<file path="src/rtl/velocity_arbiter_if.sv">
// Velocity write bus between physics producers and the velocity arbiter.
// The master drives the request side; the slave (arbiter) drives the issued update.
interface velocity_arbiter_if #(
  parameter int NUM_SRC = 4,
  parameter int WIDTH   = 11
);
  logic [NUM_SRC-1:0]         inWriteEnable;
  logic [NUM_SRC*WIDTH-1:0]   inVelocityX;
  logic [NUM_SRC*WIDTH-1:0]   inVelocityY;
  logic signed [WIDTH-1:0]    outVelocityX;
  logic signed [WIDTH-1:0]    outVelocityY;
  logic                       WriteEnable;
  logic [$clog2(NUM_SRC)-1:0] outSource;
  logic [NUM_SRC-1:0]         pendingMask;
  logic [7:0]                 dropCount;

  modport master (
    output inWriteEnable, inVelocityX, inVelocityY,
    input  outVelocityX, outVelocityY, WriteEnable, outSource, pendingMask, dropCount
  );

  modport slave (
    input  inWriteEnable, inVelocityX, inVelocityY,
    output outVelocityX, outVelocityY, WriteEnable, outSource, pendingMask, dropCount
  );
endinterface

</file>
<file path="src/rtl/velocity_arbiter.sv">
// Merges per-source velocity write requests into one registered, clamped write port.
// Losers are buffered one deep; overwriting a buffered value is counted as a drop.
module velocity_arbiter #(
  parameter int NUM_SRC = 4,
  parameter int WIDTH   = 11,
  parameter int VMAX    = 511,
  parameter int RR_MODE = 0
) (
  input logic               clk,
  input logic               reset,
  velocity_arbiter_if.slave bus
);
  localparam int SW = $clog2(NUM_SRC);
  localparam logic signed [WIDTH-1:0] VPOS = WIDTH'(VMAX);
  localparam logic signed [WIDTH-1:0] VNEG = -VPOS;

  logic [NUM_SRC-1:0]      pending;
  logic signed [WIDTH-1:0] buf_x [NUM_SRC];
  logic signed [WIDTH-1:0] buf_y [NUM_SRC];
  logic [SW-1:0]           rr_ptr;
  logic [7:0]              drop_count;
  logic                    we_q;
  logic [SW-1:0]           src_q;
  logic signed [WIDTH-1:0] x_q;
  logic signed [WIDTH-1:0] y_q;

  logic [NUM_SRC-1:0]      active;
  logic [NUM_SRC-1:0]      drop;
  logic [NUM_SRC-1:0]      grant_oh;
  logic signed [WIDTH-1:0] eff_x [NUM_SRC];
  logic signed [WIDTH-1:0] eff_y [NUM_SRC];
  logic                    grant_any;
  logic [SW-1:0]           grant_idx;
  logic [SW-1:0]           next_ptr;

  // Both operands are WIDTH-bit signed, so the most negative code simply clamps to VNEG.
  function automatic logic signed [WIDTH-1:0] clamp(input logic signed [WIDTH-1:0] v);
    if (v > VPOS) return VPOS;
    if (v < VNEG) return VNEG;
    return v;
  endfunction

  assign active = bus.inWriteEnable | pending;
  assign drop   = bus.inWriteEnable & pending;

  always_comb begin
    for (int i = 0; i < NUM_SRC; i++) begin
      eff_x[i] = bus.inWriteEnable[i] ? bus.inVelocityX[i*WIDTH +: WIDTH] : buf_x[i];
      eff_y[i] = bus.inWriteEnable[i] ? bus.inVelocityY[i*WIDTH +: WIDTH] : buf_y[i];
    end
  end

  // Descending scan: the last hit written is the first candidate in search order.
  always_comb begin
    int idx;
    idx       = 0;
    grant_any = 1'b0;
    grant_idx = '0;
    if (RR_MODE == 0) begin
      for (int i = NUM_SRC-1; i >= 0; i--) begin
        if (active[i]) begin
          grant_any = 1'b1;
          grant_idx = SW'(i);
        end
      end
    end else begin
      for (int k = NUM_SRC-1; k >= 0; k--) begin
        idx = int'(rr_ptr) + k;
        if (idx >= NUM_SRC) idx = idx - NUM_SRC;
        if (active[idx]) begin
          grant_any = 1'b1;
          grant_idx = SW'(idx);
        end
      end
    end
  end

  always_comb begin
    grant_oh = '0;
    if (grant_any) grant_oh[grant_idx] = 1'b1;
  end

  assign next_ptr = (grant_idx == SW'(NUM_SRC-1)) ? '0 : grant_idx + 1'b1;

  always_ff @(posedge clk or posedge reset) begin
    if (reset) begin
      pending    <= '0;
      rr_ptr     <= '0;
      drop_count <= '0;
      we_q       <= 1'b0;
      src_q      <= '0;
      x_q        <= '0;
      y_q        <= '0;
      for (int i = 0; i < NUM_SRC; i++) begin
        buf_x[i] <= '0;
        buf_y[i] <= '0;
      end
    end else begin
      if ((|drop) && (drop_count != 8'hFF)) drop_count <= drop_count + 8'd1;

      for (int i = 0; i < NUM_SRC; i++) begin
        if (grant_oh[i]) begin
          pending[i] <= 1'b0;
        end else if (active[i]) begin
          pending[i] <= 1'b1;
          buf_x[i]   <= eff_x[i];
          buf_y[i]   <= eff_y[i];
        end
      end

      if (grant_any) begin
        we_q   <= 1'b1;
        src_q  <= grant_idx;
        x_q    <= clamp(eff_x[grant_idx]);
        y_q    <= clamp(eff_y[grant_idx]);
        rr_ptr <= next_ptr;
      end else begin
        we_q  <= 1'b0;
        src_q <= '0;
        x_q   <= '0;
        y_q   <= '0;
      end
    end
  end

  assign bus.WriteEnable  = we_q;
  assign bus.outSource    = src_q;
  assign bus.outVelocityX = x_q;
  assign bus.outVelocityY = y_q;
  assign bus.pendingMask  = pending;
  assign bus.dropCount    = drop_count;
endmodule

</file>
<file path="src/flat_wrapper.sv">
// flat-port wrapper written by rule: the top's interface ports become plain ports
module velocity_arbiter_flat 
#(
  parameter int NUM_SRC = 4,
  parameter int WIDTH   = 11,
  parameter int VMAX    = 511,
  parameter int RR_MODE = 0
)
  (clk, reset, bus_inWriteEnable, bus_inVelocityX, bus_inVelocityY, bus_outVelocityX, bus_outVelocityY, bus_WriteEnable, bus_outSource, bus_pendingMask, bus_dropCount);
  velocity_arbiter_if #(.NUM_SRC(NUM_SRC), .WIDTH(WIDTH)) bus_i ();
  input logic clk;
  input logic reset;
  input wire logic [$bits(bus_i.inWriteEnable)-1:0] bus_inWriteEnable;
  input wire logic [$bits(bus_i.inVelocityX)-1:0] bus_inVelocityX;
  input wire logic [$bits(bus_i.inVelocityY)-1:0] bus_inVelocityY;
  output wire logic [$bits(bus_i.outVelocityX)-1:0] bus_outVelocityX;
  output wire logic [$bits(bus_i.outVelocityY)-1:0] bus_outVelocityY;
  output wire logic [$bits(bus_i.WriteEnable)-1:0] bus_WriteEnable;
  output wire logic [$bits(bus_i.outSource)-1:0] bus_outSource;
  output wire logic [$bits(bus_i.pendingMask)-1:0] bus_pendingMask;
  output wire logic [$bits(bus_i.dropCount)-1:0] bus_dropCount;
  assign bus_i.inWriteEnable = bus_inWriteEnable;
  assign bus_i.inVelocityX = bus_inVelocityX;
  assign bus_i.inVelocityY = bus_inVelocityY;
  assign bus_outVelocityX = bus_i.outVelocityX;
  assign bus_outVelocityY = bus_i.outVelocityY;
  assign bus_WriteEnable = bus_i.WriteEnable;
  assign bus_outSource = bus_i.outSource;
  assign bus_pendingMask = bus_i.pendingMask;
  assign bus_dropCount = bus_i.dropCount;
  velocity_arbiter #(.NUM_SRC(NUM_SRC), .WIDTH(WIDTH), .VMAX(VMAX), .RR_MODE(RR_MODE)) u_core (.clk(clk), .reset(reset), .bus(bus_i));
endmodule
</file>
<file path="config.mk">
export PLATFORM = sky130hd
export DESIGN_NAME = velocity_arbiter_flat
export DESIGN_NICKNAME = d
export VERILOG_FILES = /design/src/rtl/velocity_arbiter_if.sv /design/src/rtl/velocity_arbiter.sv /design/src/flat_wrapper.sv
export SDC_FILE = /design/constraint.sdc
export NUM_CORES = 1
export LEC_CHECK = 0
export BUFFER_PORTS_ARGS = -buffer_cell sky130_fd_sc_hd__buf_2
export CORE_MARGIN = 3
export CORE_UTILIZATION = 35
export CTS_CLUSTER_SIZE = 28
export DETAILED_ROUTE_END_ITERATION = 8
export MAX_ROUTING_LAYER = met4
export SETUP_SLACK_MARGIN = 0.3
export SLEW_MARGIN = 20
export SYNTH_ARGS = -nofsm -noshare
export SYNTH_HDL_FRONTEND = slang
export SYNTH_SLANG_ARGS = --single-unit
</file>
<file path="constraint.sdc">
create_clock -name clk -period 4.1 [get_ports clk]
set_input_delay 0.615 -clock clk [delete_from_list [all_inputs] [get_ports clk]]
set_output_delay 0.615 -clock clk [all_outputs]
set_load 0.005 [all_outputs]
</file>
==> results of run 1 <==
==> path summary, 6_finish.rpt <==
kind | to | slack (ps) | cells past startpoint
setup / recovery | u_core.bus.outVelocityY[0] | 650 | 8
hold / removal | u_core.buf_y[21] | 150 | 2
setup reg to reg | u_core.bus.outVelocityY[0] | 650 | 8
hold reg to reg | u_core.buf_x[40] | 370 | 0
max in group asynchronous | u_core.buf_x[26] | 3000 | 4
min in group clk | u_core.buf_x[40] | 370 | 0
==> cell families (layout without fill, tap and decap cells) <==
| family | Yosys count | count (layout) | share of synthesized area, % |
|---|---|---|---|
| adder cells (fa/ha/maj) | 3 | 3 | 0.587 |
| other | 1 | 1 | 0.0586 |
| multiplexers | 95 | 95 | 16.2 |
| AO/OA/AOI/OAI | 157 | 157 | 16.3 |
| XOR/XNOR | 7 | 7 | 0.958 |
| flip-flops | 125 | 125 | 48.9 |
| AND/OR/NAND/NOR | 145 | 145 | 11.4 |
| buffers and inverters | 82 | 197 | 5.65 |
==> area by class of cell <==
class                      count  area [µm²]
fill                        1702        9790
sequential                   125        3130
multi-input combinational    408        2920
timing repair buffer         147         816
clock buffer                  19         443
tap                          225         282
clock inverter                12         146
inverter                      19        75.1
==> sequential cells by signal, indices dropped and copies added (netlist names) <==
register,flops
u_core.buf_x,44
u_core.buf_y,44
u_core.bus.outVelocityX,11
u_core.bus.outVelocityY,11
u_core.bus.dropCount,8
u_core.bus.pendingMask,4
u_core.bus.outSource,2
u_core.bus.WriteEnable,1
==> metal layers <==
metal	GRT usage, %	vias up
met1	26.0	2539
met4	9.03	0
met5	-	-
met3	4.31	39
li1	-	2412
met2	30.1	208
==> report_power, final <==
part	switching, mW	total [mW]	internal, mW
clock	0.546	1.51	0.961
combinational	0.340	0.650	0.310
sequential	0.103	1.49	1.39
==> Yosys cell counts (3+ instances only) <==
| cell | n |
|---|---|
| nor3_1 | 12 |
| ha_1 | 3 |
| xnor2_1 | 5 |
| a221oi_1 | 11 |
| inv_1 | 19 |
| a21oi_1 | 27 |
| nor2b_1 | 12 |
| o22ai_1 | 7 |
| a31oi_1 | 4 |
| buf_4 | 3 |
| nand2_1 | 48 |
| o31ai_1 | 3 |
| buf_1 | 3 |
| o221ai_1 | 3 |
| buf_2 | 22 |
| mux2_2 | 71 |
| mux2i_1 | 24 |
| clkbuf_1 | 33 |
| nor2_1 | 27 |
| nor3b_1 | 6 |
| or2_1 | 3 |
| a221o_1 | 3 |
| a22oi_1 | 11 |
| o21a_1 | 9 |
| o211ai_1 | 4 |
| and2_1 | 4 |
| nand3_1 | 8 |
| a211oi_1 | 4 |
| nand3b_1 | 5 |
| o21ai_0 | 46 |
| nand2b_1 | 3 |
| dfrtp_1 | 125 |
| a2bb2oi_1 | 4 |
| or4_1 | 3 |
==> metrics by stage <==
step / instances / area [µm²]
2_1_floorplan: 615 / 6400
3_3_place_gp: 923 / 7200
3_5_place_dp: 923 / 7200
4_1_cts: 954 / 7790
5_1_grt: 955 / 7810
6_report: 955 / 7810
==> placed cells by master, fill, tap and decap left out, types with 4 or more instances in the layout <==
master,count
nor2b_1,12
o22ai_1,7
nand3b_1,5
dfrtp_1,125
nand2_1,48
mux2_2,71
and2_1,4
a211oi_1,4
o211ai_1,4
o21a_1,9
nor3b_1,6
a221oi_1,11
mux2i_1,24
clkinvlp_4,4
a22oi_1,11
clkbuf_16,17
xnor2_1,5
a2bb2oi_1,4
a21oi_1,27
buf_4,14
clkinv_2,5
a31oi_1,4
buf_2,130
nand3_1,8
o21ai_0,46
nor3_1,12
nor2_1,27
inv_1,18
==> results by group, run 1 <==
Layout
  • Share of cells above drive strength 1: 35.8%
  • Inserted Diodes: 0
  • Area delta synth->final: 22.0%
  • Util after Layout: between 40% and 50%
  • Nets: between 800 and 900

Placed design
  • Routability-driven placement congestion ratio: 0.922
  • HPWL after detailed placement: 14.1 mm
  • Placement-stage worst setup slack: 351 ps
  • Port Buf Inserts: 130

Die
  • Die ar.: 0.0199 mm²
  • Initial core utilization: 36.4%
  • Core box area: 0.0176 mm²
  • Die Wd: 141 µm
  • # rows: 48
  • Die H: roughly 140 µm
  • Io pins: roughly 130

Worst setup path
  • Crit-path cells: nor2_1 -> nand2_2 -> o221ai_1 -> a221o_1 -> or4_1 -> o311ai_1 -> ha_1 -> o31a_1
  • Buffers plus inverters on the worst setup path: 0
  • WP data arrival: about 3800 ps
  • Launch point of the critical path: u_core.bus.pendingMask[2]
  • CP top delay family: compound AO/OA/AOI/OAI gates
  • RR Startpoint: u_core.bus.pendingMask[2]
  • Critical path fanouts, max: 17
  • Critical Path End Type: flop
  • CP max stage cell: dfrtp_1
  • Critical Path RT: 4410 ps
  • Crit path kind: flop to flop
  • CP peak stage delay: between 700 and 800 ps
  • Startpoint types: flop

Power
  • Max IR drop VDD: 0.000345 V
  • PnR Total Power: about 3.6 mW
  • Pwr dens: about 470 mW/mm²
  • Lkg Pwr: roughly 3.5 nW

GRT
  • Tot GR Track Use: 20.0%
  • GRT Residual Overflow: 0
  • Largest net degree at the start of global routing: 82
  • Number of global-route vias before repair: about 5400
  • First-pass GRT wire length: 29.6 mm
  • Initial antenna violation count: 0

Yosys
  • Top area cells in the synthesized netlist: dfrtp_1, mux2_2, mux2i_1, o21ai_0, nand2_1
  • Post-synth net total: between 700 and 800
  • Synthesized area per cell: ~10 µm²
  • Ys Warns: 0
  • Post-synth EDFFs: 0
  • Dominant synthesized flop cell: dfrtp_1
  • Post-Synthesis Cells: ~620
  • Synth area leader: dfrtp_1
  • Asr flop ratio synth: 100%
  • Cell Area, Synth: 0.00640 mm²
  • Sequential area share after synthesis: 48.9%
  • Count of cell types in the netlist: 64
  • Post-synth top area share: around half
  • Synthesized flop and latch total: 125

Detailed routing
  • Post-DRT Antenna Nets: 0
  • Initial DRT Pass Iterations: 6
  • Vias/cell: 5.44
  • Via count: 5198
  • Wl on met1: between 8 and 9 mm
  • Iter 0 DRT Violations: approximately 320
  • Routed length on met3: 1.24 mm
  • DRC Markers: 0
  • WL final: roughly 19 mm
  • Top layer reached by signal wires: met4
  • Met2 Wirelength: 8.86 mm
  • WL/cell: 20.0 µm

CTS
  • Post-CTS resize count: 0
  • Worst-case clock buffer depth: 2
  • CTS Root Cell: clkbuf_16
  • CTS tree: yes
  • Hold buffers post-CTS: 0
  • H-tree depth: 4
  • Worst-path clk slew: 60 ps
  • Post-CTS Setup Bufs: 0
  • Worst skew pair latency: 420 ps
  • CTS buffer count: 17
  • Clock Sinks: 125

STA
  • Finish-stage setup viols: 0
  • Final Cycle Share: 84.0%
  • Final Max Tran Viols: 0
  • RSZ-0062 raised after global routing: false
  • Final worst setup slack: between 600 and 700 ps
  • Fmax: 290 MHz
  • Setup_tns: 0 ps
  • Worst Max-Slew Pin Slew: 1070 ps
  • Final min period: 3450 ps
  • Final hold viol count: 0
  • Clock Skew: 7.30 ps
  • Slew HR: around 29%
  • Final Hold Slack: between 150 and 200 ps

Status
  • Status: complete, no violations

Min path
  • Min-delay worst type: input pin to asynchronous set/reset pin

Flow run
  • Max-Cap Viols: 0
Power figures use the tool's default switching activity.
==> run 2, diff against run 1 <==
- clock period: 4.1 -> 3.5 ns (I/O delays scaled with it)
==> results by group, run 2 (synthesis results as in run 1) <==
STA
  • Finish-stage setup viols: 0
  • Final hold viol count: 0
  • Final Max Tran Viols: 0
  • Slew HR: 35.1%
  • Final min period: 3040 ps
  • Worst Max-Slew Pin Slew: 971 ps
  • Fmax: 329 MHz
  • Setup_tns: 0 ps
  • RSZ-0062 raised after global routing: false
  • Clock Skew: 9.51 ps
  • Final Cycle Share: between 80% and 90%

Power
  • Pwr dens: 549 mW/mm²
  • Lkg Pwr: 3.63 nW
  • Max IR drop VDD: 0.000371 V

Die
  • Die H: around 140 µm
  • Io pins: 131
  • Die ar.: 0.0199 mm²
  • # rows: 48
  • Die Wd: 141 µm
  • Core box area: 0.0176 mm²
  • Initial core utilization: 36.4%

Layout
  • Post-route insts no fill: a little under 1000
  • Nets: just over 800
  • Top flop regs: u_core.buf_x (44), u_core.buf_y (44)
  • Share of cells above drive strength 1: 38.0%
  • # fillers: 1695
  • Commonest non-fill, non-tap cells in the layout: buf_2, dfrtp_1, mux2_2, nand2_1, o21ai_0
  • Util after Layout: between 40% and 50%
  • Inserted Diodes: 0
  • Area delta synth->final: 25.2%
  • Commonest non-fill, non-tap cell in the layout: buf_2

Worst setup path
  • WP data arrival: around 3400 ps
  • Critical path fanouts, max: 18
  • Crit-path cells: or4_4 -> o21ai_2 -> buf_4 -> a2bb2oi_1 -> nand4b_1 -> o311ai_1 -> ha_1 -> a21oi_1 -> o21a_1
  • Crit path kind: flop to flop
  • Startpoint types: flop
  • CP peak stage delay: 590 ps
  • CP top delay family: compound AO/OA/AOI/OAI gates
  • Critical Path RT: 3850 ps
  • CP max stage cell: or4_4
  • Buffers plus inverters on the worst setup path: 1
  • Critical Path End Type: flop

GRT
  • First-pass GRT wire length: 30.9 mm
  • Number of global-route vias before repair: 5616
  • Tot GR Track Use: around a fifth
  • Initial antenna violation count: 0
  • Largest net degree at the start of global routing: 44
  • GRT Residual Overflow: 0

CTS
  • Worst-path clk slew: 60 ps
  • CTS tree: yes
  • Worst-case clock buffer depth: 2
  • Worst skew pair latency: 420 ps
  • Hold buffers post-CTS: 0
  • CTS Root Cell: clkbuf_16
  • H-tree depth: 4
  • CTS buffer count: 17
  • Clock Sinks: 125

Detailed routing
  • WL/cell: approximately 20 µm
  • Initial DRT Pass Iterations: 5
  • Post-DRT Antenna Nets: 0
  • Iter 0 DRT Violations: 337
  • WL final: 19.7 mm
  • Via count: 5248
  • Vias/cell: about 5.4
  • DRC Markers: 0

Placed design
  • Routability-driven placement congestion ratio: 0.880
  • Placed Cells: between 900 and 1000
  • HPWL after detailed placement: 15.0 mm
  • Port Buf Inserts: 130

Flow run
  • Max-Cap Viols: 0

Min path
  • Min-delay worst type: input pin to asynchronous set/reset pin

Status
  • Status: complete, no violations
run 2: final cells by class:
| cell class | instances | area [µm²] | share of cell area, % |
|---|---|---|---|
| clock inverter | 11 | 164 | 2.05 |
| clock buffer | 21 | 460 | 5.75 |
| timing repair buffer | 163 | 961 | 12.0 |
| multi-input combinational | 408 | 2940 | 36.7 |
| sequential | 125 | 3130 | 39.1 |
| inverter | 19 | 75.1 | 0.937 |
| tap | 225 | 282 | 3.51 |
run 2: power breakdown:
| group | total [mW] | switching, mW | internal, mW |
|---|---|---|---|
| sequential | 1.75 | 0.117 | 1.63 |
| clock | 1.86 | 0.640 | 1.22 |
| combinational | 0.790 | 0.411 | 0.379 |
| total | 4.40 | 1.17 | 3.23 |
run 2: worst paths after layout:
kind                                                 from                         end  slack, ps  depth (start not counted)
min in group clk                      bus_inVelocityY[31]            u_core.buf_y[20]        350                          2
worst min-delay path                                reset   u_core.bus.pendingMask[3]        140                          2
worst max-delay path            u_core.bus.pendingMask[2]  u_core.bus.outVelocityY[8]        460                          9
worst max register to register  u_core.bus.pendingMask[2]  u_core.bus.outVelocityY[8]        460                          9
worst min register to register           u_core.buf_y[35]            u_core.buf_y[35]        370                          0
max in group asynchronous                           reset   u_core.bus.pendingMask[0]       2570                          4
run 2: layer usage:
metal  part of all wire, %  routed length [µm]  vias up  GRT usage (%)
met5                     0                   0        -              -
li1                      -                   -     2442              -
met3                   6.3                1240       31           4.78
met1                    42                8250     2570           25.3
met4                   2.0                 388        0           7.60
met2                    50                9840      205           34.3
run 2: worst reg2reg max path, stage by stage, from the launching register on:
cell	delay, ps
dfrtp_2	530
or4_4	590
o21ai_2	290
buf_4	220
a2bb2oi_1	90
nand4b_1	180
o311ai_1	290
ha_1	380
a21oi_1	240
o21a_1	160
run 2: timing repair:
item	CTS	global route
setup endpoints to repair	2	20
pin swaps	0	2
resized for setup	1	11
buffers inserted	0	1
gates cloned	0	0
run 2: metrics by stage:
stage                     hold WS [ps]  area [µm²]  power (mW)  setup slack (ps)
final                              141        8010        4.40               457
after global routing               162        8010        4.62               291
after CTS                          327        7970        4.44               310
after detailed placement           359        7340        2.55               168
after global placement             359        7340        2.52               211
after floorplan                    421        6400        2.22               601
==> run 3, diff against run 2 <==
- ABC_AREA: default -> 1
==> results by group, run 3 <==
Status
  • Status: complete, no violations

Yosys
  • Top-count cell post-synth: nand2_1
  • Count of cell types in the netlist: 36
  • Post-synth net total: roughly 940
  • Cell Area, Synth: 0.00645 mm²
  • Post-synth top area share: 48.5%
  • Synthesized area per cell: 7.63 µm²
  • Top cells by count, synth: nand2_1, dfrtp_1, o21ai_0
  • Sequential area share after synthesis: 48.5%
  • Synth area leader: dfrtp_1
  • Post-synth EDFFs: 0
  • Asr flop ratio synth: 100%
  • Dominant synthesized flop cell: dfrtp_1
  • Top area cells in the synthesized netlist: dfrtp_1, nand2_1, o21ai_0, inv_1, nand3_1
  • Post-Synthesis Cells: 846
  • Ys Warns: 0
  • Synthesized flop and latch total: 125

Die
  • Io pins: 131
  • # rows: a little under 50
  • Die ar.: approximately 0.020 mm²
  • Initial core utilization: a little over a third
  • Die H: around 140 µm
  • Die Wd: approximately 140 µm
  • Core box area: 0.0180 mm²

Detailed routing
  • WL/cell: about 15 µm
  • Iter 0 DRT Violations: ~350
  • Vias/cell: 4.72
  • WL final: 18.1 mm
  • Via count: 5599
  • Post-DRT Antenna Nets: 0
  • DRC Markers: 0
  • Initial DRT Pass Iterations: 5

Power
  • Lkg Pwr: 4.05 nW
  • Max IR drop VDD: 0.000365 V
  • Pwr dens: 531 mW/mm²

Layout
  • Share of cells above drive strength 1: 21.4%
  • Inserted Diodes: 0
  • Area delta synth->final: 20.1%
  • Top flop regs: u_core.buf_x (44), u_core.buf_y (44)
  • Commonest non-fill, non-tap cell in the layout: nand2_1
  • Commonest non-fill, non-tap cells in the layout: nand2_1, buf_2, dfrtp_1, o21ai_0, inv_1
  • Nets: around 1000
  • # fillers: around 1900

GRT
  • Tot GR Track Use: between 10% and 20%
  • Largest net degree at the start of global routing: slightly above 60
  • GRT Residual Overflow: 0
  • Initial antenna violation count: 0
  • Number of global-route vias before repair: ~5400
  • First-pass GRT wire length: approximately 28 mm

STA
  • Final Hold Slack: 229 ps
  • Fmax: ~350 MHz
  • Setup_tns: 0 ps
  • Slew HR: 46.9%
  • Clock Skew: slightly below 9 ps
  • Finish-stage setup viols: 0
  • RSZ-0062 raised after global routing: false
  • Final min period: 2820 ps
  • Final hold viol count: 0
  • Worst Max-Slew Pin Slew: 795 ps
  • Final Max Tran Viols: 0
  • Final Cycle Share: roughly 80%

Worst setup path
  • Critical Path RT: 3840 ps
  • CP max stage cell: dfrtp_1
  • CP peak stage delay: 420 ps
  • Startpoint types: flop
  • WP data arrival: around 3200 ps
  • Crit-path cells: nor2_4 -> nand2_2 -> nand2_4 -> nand2_2 -> and2_1 -> o21bai_2 -> inv_1 -> nor2_1 -> nand2_1 -> ha_1 -> clkinv_1 -> nand2_1 -> nor3b_1
  • Critical Path End Type: flop
  • Crit path kind: flop to flop
  • Critical path fanouts, max: 23

CTS
  • Post-CTS resize count: 0
  • Worst skew pair latency: 420 ps
  • Hold buffers post-CTS: 0
  • Post-CTS Setup Bufs: 0
  • Clock Sinks: approximately 130
  • Worst-path clk slew: 60 ps
  • Worst-case clock buffer depth: 2
  • H-tree depth: 4
  • CTS buffer count: 17
  • CTS tree: yes
  • CTS Root Cell: clkbuf_16

Placed design
  • Routability-driven placement congestion ratio: 0.937
  • HPWL after detailed placement: 13.6 mm
  • Port Buf Inserts: 130

Flow run
  • Max-Cap Viols: 0

Min path
  • Min-delay worst type: input pin to asynchronous set/reset pin
[run 3: changes by cell type after synthesis, moves of 12 or more]
cell	change
nand2_1	+210
o21ai_0	+71
inv_1	+69
mux2_2	-69
nand3_1	+35
nor2_1	+18
nor2b_1	-12
[run 3: worst max-delay path, delay by kind of cell (launching register included)]
kind	cells	cell delay [ps]
AND/OR/NAND/NOR	9	1500
flip-flops	1	420
buffers and inverters	2	310
adder cells (fa/ha/maj)	1	290
AO/OA/AOI/OAI	1	200
[run 3: area by class of cell]
class,instances,area (µm²),area share (%)
clock buffer,23,478,6.17
clock inverter,8,42.5,0.549
inverter,94,357,4.60
multi-input combinational,565,2710,34.9
sequential,125,3130,40.4
tap,229,287,3.70
timing repair buffer,142,753,9.72
[run 3: report_power, final]
part / internal, mW / total [mW] / switching, mW
sequential: 1.65 / 1.77 / 0.114
clock: 0.946 / 1.56 / 0.614
combinational: 0.312 / 0.788 / 0.476
total: 2.91 / 4.12 / 1.20
[run 3: metrics by stage]
stage | utilization (%) | power [mW] | std cells | instance area (µm²) | setup slack, ps
after floorplan | - | 2.26 | 846 | 6460 | 1050
after CTS | 43.0 | 4.17 | 1185 | 7740 | 574
final | 43.0 | 4.12 | 1186 | 7750 | 683
after detailed placement | 40.1 | 2.59 | 1154 | 7220 | 321
after global routing | 43.0 | 4.36 | 1186 | 7750 | 408
after global placement | 40.1 | 2.57 | 1154 | 7220 | 334
[run 3: kinds of logic after synthesis]
| family | after synthesis | synth area share (%) |
|---|---|---|
| AND/OR/NAND/NOR | 376 | 24.8 |
| flip-flops | 125 | 48.5 |
| multiplexers | 15 | 2.37 |
| buffers and inverters | 157 | 9.75 |
| AO/OA/AOI/OAI | 162 | 13.0 |
| adder cells (fa/ha/maj) | 3 | 0.582 |
| other | 1 | 0.0581 |
| XOR/XNOR | 7 | 0.950 |
[run 3: final timing paths]
kind,depth (start not counted),slack [ps],to,startpoint
worst max-delay path,13,680,u_core.bus.outVelocityY[9],u_core.bus.pendingMask[2]
worst min-delay path,2,230,u_core.bus.dropCount[5],reset
worst max register to register,13,680,u_core.bus.outVelocityY[9],u_core.bus.pendingMask[2]
worst min register to register,0,370,u_core.buf_y[41],u_core.buf_y[41]
max in group asynchronous,3,2370,u_core.bus.outVelocityX[2],reset
min in group clk,0,370,u_core.buf_y[41],u_core.buf_y[41]
[run 3: routing by layer]
| layer | vias up | global-route usage (%) | wire length (µm) |
|---|---|---|---|
| met1 | 2538 | 26.6 | 8430 |
| met2 | 196 | 27.2 | 8000 |
| li1 | 2841 | - | - |
| met3 | 24 | 4.42 | 1340 |
| met5 | - | - | 0 |
| met4 | 0 | 5.51 | 326 |
